[config.mk]
export PLATFORM = sky130hd
export DESIGN_NAME = store_queue
export DESIGN_NICKNAME = d
export VERILOG_FILES = /design/src/rtl/store_queue.sv
export SDC_FILE = /design/constraint.sdc
export NUM_CORES = 2
export LEC_CHECK = 0
export BUFFER_PORTS_ARGS = -buffer_cell sky130_fd_sc_hd__clkbuf_2
export CORE_MARGIN = 2
export CORE_UTILIZATION = 55
export CTS_CLUSTER_DIAMETER = 40
export CTS_CLUSTER_SIZE = 16
export DETAILED_ROUTE_END_ITERATION = 16
export MAX_ROUTING_LAYER = met4
export PLACE_DENSITY = 0.79
export SETUP_SLACK_MARGIN = 0.3
export SLEW_MARGIN = 40
export SYNTH_ARGS = -nofsm -noshare
export SYNTH_HDL_FRONTEND = slang
export SYNTH_SLANG_ARGS = --single-unit
[constraint.sdc]
create_clock -name clock -period 32.9 [get_ports clock]
set_input_delay 8.225 -clock clock [delete_from_list [all_inputs] [get_ports clock]]
set_output_delay 8.225 -clock clock [all_outputs]
set_load 0.005 [all_outputs]
[src/rtl/store_queue.sv]
// store_queue: ROB-ordered store queue between memory issue and the tbus arbiter.
// Define SQ_FWD_EN to add store-to-load forwarding (ld_fwd_hit / ld_fwd_data).
`ifndef ROB_SIZE_LOG
`define ROB_SIZE_LOG 6
`endif
`ifndef TBUS_OPTYPE_RANGE
`define TBUS_OPTYPE_RANGE 1:0
`endif
`ifndef TBUS_WRITE
`define TBUS_WRITE 2'b01
`endif

module sq_entry_cmp (
    input  logic        vld,
    input  logic [60:0] addr,
    input  logic [63:0] mask,
    input  logic [60:0] q_addr,
    input  logic [63:0] q_mask,
`ifdef SQ_FWD_EN
    output logic        cover,
`endif
    output logic        overlap
);
    assign overlap = vld & (addr == q_addr) & (|(mask & q_mask));
`ifdef SQ_FWD_EN
    assign cover   = ((mask & q_mask) == q_mask);
`endif
endmodule

module store_queue #(
    parameter int SQ_DEPTH     = 8,
    parameter int SQ_DEPTH_LOG = 3
) (
    input  logic                       clock,
    input  logic                       reset_n,
    input  logic                       enq_valid,
    output logic                       enq_ready,
    input  logic [63:0]                enq_addr,
    input  logic [63:0]                enq_data,
    input  logic [63:0]                enq_mask,
    input  logic                       enq_robidx_flag,
    input  logic [`ROB_SIZE_LOG-1:0]   enq_robidx,
    input  logic                       commit_valid,
    input  logic                       flush_valid,
    input  logic                       flush_robidx_flag,
    input  logic [`ROB_SIZE_LOG-1:0]   flush_robidx,
    output logic                       sq2arb_tbus_index_valid,
    input  logic                       sq2arb_tbus_index_ready,
    output logic [63:0]                sq2arb_tbus_index,
    output logic [63:0]                sq2arb_tbus_write_data,
    output logic [63:0]                sq2arb_tbus_write_mask,
    output logic [`TBUS_OPTYPE_RANGE]  sq2arb_tbus_operation_type,
    input  logic                       sq2arb_tbus_operation_done,
    input  logic [63:0]                ld_query_addr,
    input  logic [63:0]                ld_query_mask,
    output logic                       ld_conflict,
`ifdef SQ_FWD_EN
    output logic                       ld_fwd_hit,
    output logic [63:0]                ld_fwd_data,
`endif
    output logic                       sq_empty,
    output logic [SQ_DEPTH_LOG:0]      sq_count
);
    localparam int L = SQ_DEPTH_LOG;
    typedef logic [L:0]   ptr_t;
    typedef logic [L-1:0] idx_t;
    localparam ptr_t ONE = ptr_t'(1);

    typedef struct packed {
        logic [60:0]              addr;
        logic [63:0]              data;
        logic [63:0]              mask;
        logic                     flag;
        logic [`ROB_SIZE_LOG-1:0] robidx;
    } sq_entry_t;

    typedef enum logic [1:0] {S_IDLE, S_REQ, S_WAIT} drain_st_t;

    sq_entry_t           ent [SQ_DEPTH];
    ptr_t                head_q, cmt_q, tail_q, cmt_c, tail_f, spec_cnt;
    idx_t                slot, head_idx;
    drain_st_t           st_q, st_d;
    logic                pop, enq_fire, enq_keep, kill_found;
    logic [SQ_DEPTH-1:0] vld, kill, ovl;
`ifdef SQ_FWD_EN
    logic [SQ_DEPTH-1:0] cov;
`endif
    logic                unused_addr_lsb;

    assign unused_addr_lsb = ^{enq_addr[2:0], ld_query_addr[2:0]};
    assign head_idx  = head_q[L-1:0];
    assign sq_count  = tail_q - head_q;
    assign sq_empty  = (head_q == tail_q);
    assign enq_ready = (sq_count != ptr_t'(SQ_DEPTH));
    assign sq2arb_tbus_operation_type = `TBUS_WRITE;

    for (genvar i = 0; i < SQ_DEPTH; i++) begin : g_ent
        idx_t off;
        assign off     = idx_t'(i) - head_idx;
        assign vld[i]  = ({1'b0, off} < sq_count);
        assign kill[i] = flush_valid &
                         ((flush_robidx_flag ^ ent[i].flag) ^ (flush_robidx < ent[i].robidx));
        sq_entry_cmp u_cmp (
            .vld     (vld[i]),
            .addr    (ent[i].addr),
            .mask    (ent[i].mask),
            .q_addr  (ld_query_addr[63:3]),
            .q_mask  (ld_query_mask),
`ifdef SQ_FWD_EN
            .cover   (cov[i]),
`endif
            .overlap (ovl[i])
        );
    end

    // Commit first, then roll tail back to the oldest killed speculative entry.
    always_comb begin
        cmt_c = cmt_q;
        if (commit_valid && (cmt_q != tail_q))
            cmt_c = cmt_q + ONE;
        spec_cnt   = tail_q - cmt_c;
        tail_f     = tail_q;
        kill_found = 1'b0;
        slot       = '0;
        for (int k = 0; k < SQ_DEPTH; k++) begin
            slot = cmt_c[L-1:0] + idx_t'(k);
            if (!kill_found && (ptr_t'(k) < spec_cnt) && kill[slot]) begin
                kill_found = 1'b1;
                tail_f     = cmt_c + ptr_t'(k);
            end
        end
        enq_fire = enq_valid & enq_ready;
        enq_keep = enq_fire & ~(flush_valid &
                   ((flush_robidx_flag ^ enq_robidx_flag) ^ (flush_robidx < enq_robidx)));
    end

    always_ff @(posedge clock or negedge reset_n) begin
        if (!reset_n) begin
            head_q <= '0;
            cmt_q  <= '0;
            tail_q <= '0;
        end else begin
            head_q <= pop ? head_q + ONE : head_q;
            cmt_q  <= cmt_c;
            tail_q <= enq_keep ? tail_f + ONE : tail_f;
        end
    end

    always_ff @(posedge clock) begin
        if (enq_keep)
            ent[tail_f[L-1:0]] <= '{addr: enq_addr[63:3], data: enq_data, mask: enq_mask,
                                   flag: enq_robidx_flag, robidx: enq_robidx};
    end

    always_ff @(posedge clock or negedge reset_n) begin
        if (!reset_n) st_q <= S_IDLE;
        else          st_q <= st_d;
    end

    always_comb begin
        st_d = st_q;
        unique case (st_q)
            S_IDLE:  if (head_q != cmt_q)               st_d = S_REQ;
            S_REQ:   if (sq2arb_tbus_index_ready)       st_d = S_WAIT;
            S_WAIT:  if (sq2arb_tbus_operation_done)    st_d = S_IDLE;
            default:                                    st_d = S_IDLE;
        endcase
    end

    // Head entry is committed, so it cannot change while REQ holds it.
    always_comb begin
        sq2arb_tbus_index_valid = 1'b0;
        sq2arb_tbus_index       = '0;
        sq2arb_tbus_write_data  = '0;
        sq2arb_tbus_write_mask  = '0;
        pop                     = 1'b0;
        case (st_q)
            S_REQ: begin
                sq2arb_tbus_index_valid = 1'b1;
                sq2arb_tbus_index       = {ent[head_idx].addr, 3'b000};
                sq2arb_tbus_write_data  = ent[head_idx].data;
                sq2arb_tbus_write_mask  = ent[head_idx].mask;
            end
            S_WAIT:  pop = sq2arb_tbus_operation_done;
            default: ;
        endcase
    end

`ifdef SQ_FWD_EN
    logic fwd_any;
    idx_t fwd_sel, fslot;
    always_comb begin
        fwd_any = 1'b0;
        fwd_sel = head_idx;
        fslot   = '0;
        for (int k = 0; k < SQ_DEPTH; k++) begin
            fslot = head_idx + idx_t'(k);
            if (ovl[fslot]) begin
                fwd_any = 1'b1;
                fwd_sel = fslot;
            end
        end
        ld_fwd_hit  = fwd_any & cov[fwd_sel];
        ld_conflict = fwd_any & ~cov[fwd_sel];
        ld_fwd_data = ld_fwd_hit ? (ent[fwd_sel].data & ld_query_mask) : '0;
    end
`else
    assign ld_conflict = |ovl;
`endif

`ifndef SYNTHESIS
    commit_without_spec: assert property (@(posedge clock) disable iff (!reset_n)
        !(commit_valid && (cmt_q == tail_q)))
        else $error("commit_valid with no speculative entry");
`endif
endmodule

==> flow_summary.json <==
{
  "cts_tree": "done",
  "portBuffers": 531,
  "slew_viol_final": 0,
  "post-cts-setup-buffers": 0,
  "rsz0062_at_grt": "false",
  "syn_area_um2": 71000,
  "numCtsBuffers": 195,
  "drc": 0,
  "layout_common_cells": "edfxtp_1, clkbuf_2, nand2_1",
  "grt-ovfl-total": 0,
  "fp.dieH_um": 363,
  "clk_pin_slew_ps": 60,
  "arrival_ps": 11790,
  "hpwl_um": 179000,
  "final_hold_viol_count": 0,
  "max_freq_ghz": 0.0500,
  "yosys_most_used_dff": "edfxtp_1",
  "syn_to_final_growth_pct": 15.9,
  "clkLatencyLatePin_ps": 840,
  "cts.sinks": 1582,
  "slew_headroom_pct": 32.6,
  "layout_worst_path_cycle_share_pct": 60.8,
  "crit_type": "input pin to output port",
  "hold_buffers": 0,
  "end_kind": "output port",
  "synthCells": 4269,
  "ctsResizeCount": 0,
  "maxCapViolCount": 0,
  "drt_iter0_markers": 8667,
  "yosysUniqueCellTypes": 92,
  "ys_seq_elements": 1582,
  "drive_gt1_share_pct": 27.7,
  "path_max_fanout": 8,
  "fin_nets": 5176,
  "finalWirelength_um": 256000,
  "finalSetupViolCount": 0,
  "wire_per_inst_um": 38.5,
  "core_area_um2": 128000,
  "worst_pin_slew_ps": 1000,
  "tns_ps": 0,
  "postSynthAreaPerCell_um2": 16.6,
  "critPathRequiredTime_ps": 24670,
  "cts.path.max_buffers": 3,
  "viasPerCell": 6.99,
  "grt_pass1_vias": 44000,
  "min_period_ps": 20020,
  "crit_path_start_kind": "input pin",
  "vias": 46500,
  "yosys_warnings": 0,
  "die_width_um": 363,
  "antenna_found_initial": 60,
  "fill_cells": 8905,
  "synth_edf_count": 1568,
  "hp-class": "flip-flop to flip-flop",
  "async_flop_share_pct": 0.885,
  "die_area_um2": 132000,
  "ant_nets": 0,
  "htree_levels": 4,
  "initial_utilization_pct": 55.6,
  "grt_pass1_wl_um": 349000,
  "drt_pre_antenna_iters": 6,
  "ys_seq_area_share_pct": 66.8,
  "clock_skew_ps": 33.5,
  "cts-root-buf": "clkbuf_16",
  "grt_usage_pct": 39.8,
  "pin_count": 543,
  "num_rows": 131,
  "status": "complete, no violations",
  "layout_commonest_cell": "edfxtp_1",
  "place_congestion": 1.10,
  "grt_max_degree": 113
}
==> through the flow <==
| stage | hold slack (ps) | util, % | cells | cell area (µm²) | setup WS, ps |
|---|---|---|---|---|---|
| after floorplan | 419 | - | 4272 | 71000 | 6300 |
| after global placement | 436 | 58.8 | 6221 | 75100 | 13000 |
| after detailed placement | 470 | 59.0 | 6228 | 75400 | 13130 |
| after CTS | 478 | 64.2 | 6591 | 82100 | 13120 |
| after global routing | 498 | 64.4 | 6653 | 82300 | 12980 |
| final | 473 | 64.4 | 6655 | 82400 | 12880 |
==> flip-flops by register name, indices dropped and copies added (netlist names) <==
| name | cells |
|---|---|
| st_q | 2 |
| ent | 1568 |
| tail_q | 4 |
| cmt_q | 4 |
| head_q | 4 |
==> kinds of logic after synthesis <==
group | Yosys count | synth area share (%)
xor gates and xnor gates | 541 | 6.74
buffers and inverters | 366 | 2.05
DFF | 1582 | 66.8
and+or+nand+nor | 714 | 4.80
other | 2 | 0.0106
AOI/OAI and AO/OA | 599 | 6.13
muxes | 396 | 12.3
adders and majority gates | 69 | 1.24
==> path summary, 6_finish.rpt <==
kind,start,endpoint,slack [ps],depth (start not counted)
setup / recovery,ld_query_mask[2],ld_conflict,12880,9
hold / removal,st_q[1],st_q[0],470,1
setup reg to reg,tail_q[1],ent[7][13],25230,19
hold reg to reg,st_q[1],st_q[0],470,1
max in group asynchronous,reset_n,head_q[0],25230,1
min in group asynchronous,reset_n,cmt_q[0],7340,1
==> cells in the mapped netlist, drive strengths merged, types with 4 or more instances <==
cell type / instances / area share (%)
a211o: 9 / 0.11
a211oi: 5 / 0.060
a21o: 6 / 0.063
a21oi: 229 / 1.6
a221oi: 131 / 1.6
a22o: 129 / 1.6
a32oi: 4 / 0.049
and2: 4 / 0.039
buf: 89 / 0.58
clkbuf: 205 / 1.1
dfrtp: 14 / 0.49
edfxtp: 1568 / 66
ha: 67 / 1.2
inv: 72 / 0.38
mux2: 4 / 0.069
mux2i: 14 / 0.20
mux4: 378 / 12
nand2: 406 / 2.1
nand2b: 16 / 0.15
nand3: 16 / 0.11
nand4: 116 / 1.0
nor2: 29 / 0.16
nor3: 10 / 0.085
nor4: 89 / 0.78
o2111ai: 6 / 0.074
o211ai: 8 / 0.085
o21a: 9 / 0.095
o21ai: 21 / 0.15
o221ai: 7 / 0.095
o31ai: 4 / 0.042
or2: 4 / 0.035
or4: 7 / 0.074
xnor2: 257 / 3.2
xor2: 284 / 3.5
==> area by class of cell <==
cell class | count | area (µm²) | area share [%]
Tap cell | 1662 | 2080 | 2.53
Inverter | 72 | 293 | 0.356
Clock inverter | 149 | 1620 | 1.97
Sequential cell | 1582 | 47400 | 57.6
Clock buffer | 214 | 5080 | 6.17
Timing Repair Buffer | 591 | 3390 | 4.12
Multi-Input combinational cell | 2324 | 22300 | 27.1
Antenna cell | 61 | 153 | 0.185
==> critical path: stages <==
cell       delay (ps)
clkbuf_2          250
a22o_1            340
a221oi_1          750
nand4_1           460
or4_1             690
o2111ai_1         130
nand4_1           100
or4_1             660
clkbuf_2          170
==> routing by layer <==
layer	vias to the layer above	global-route usage, %	wire [µm]
met5	-	-	0
met4	0	20.6	16100
met3	745	13.0	39800
met2	4307	54.6	111000
met1	23300	53.1	89800
li1	18200	-	-
Power is not shown: default switching activity piles up to over one toggle a cycle in this logic, so the estimate is an artifact.
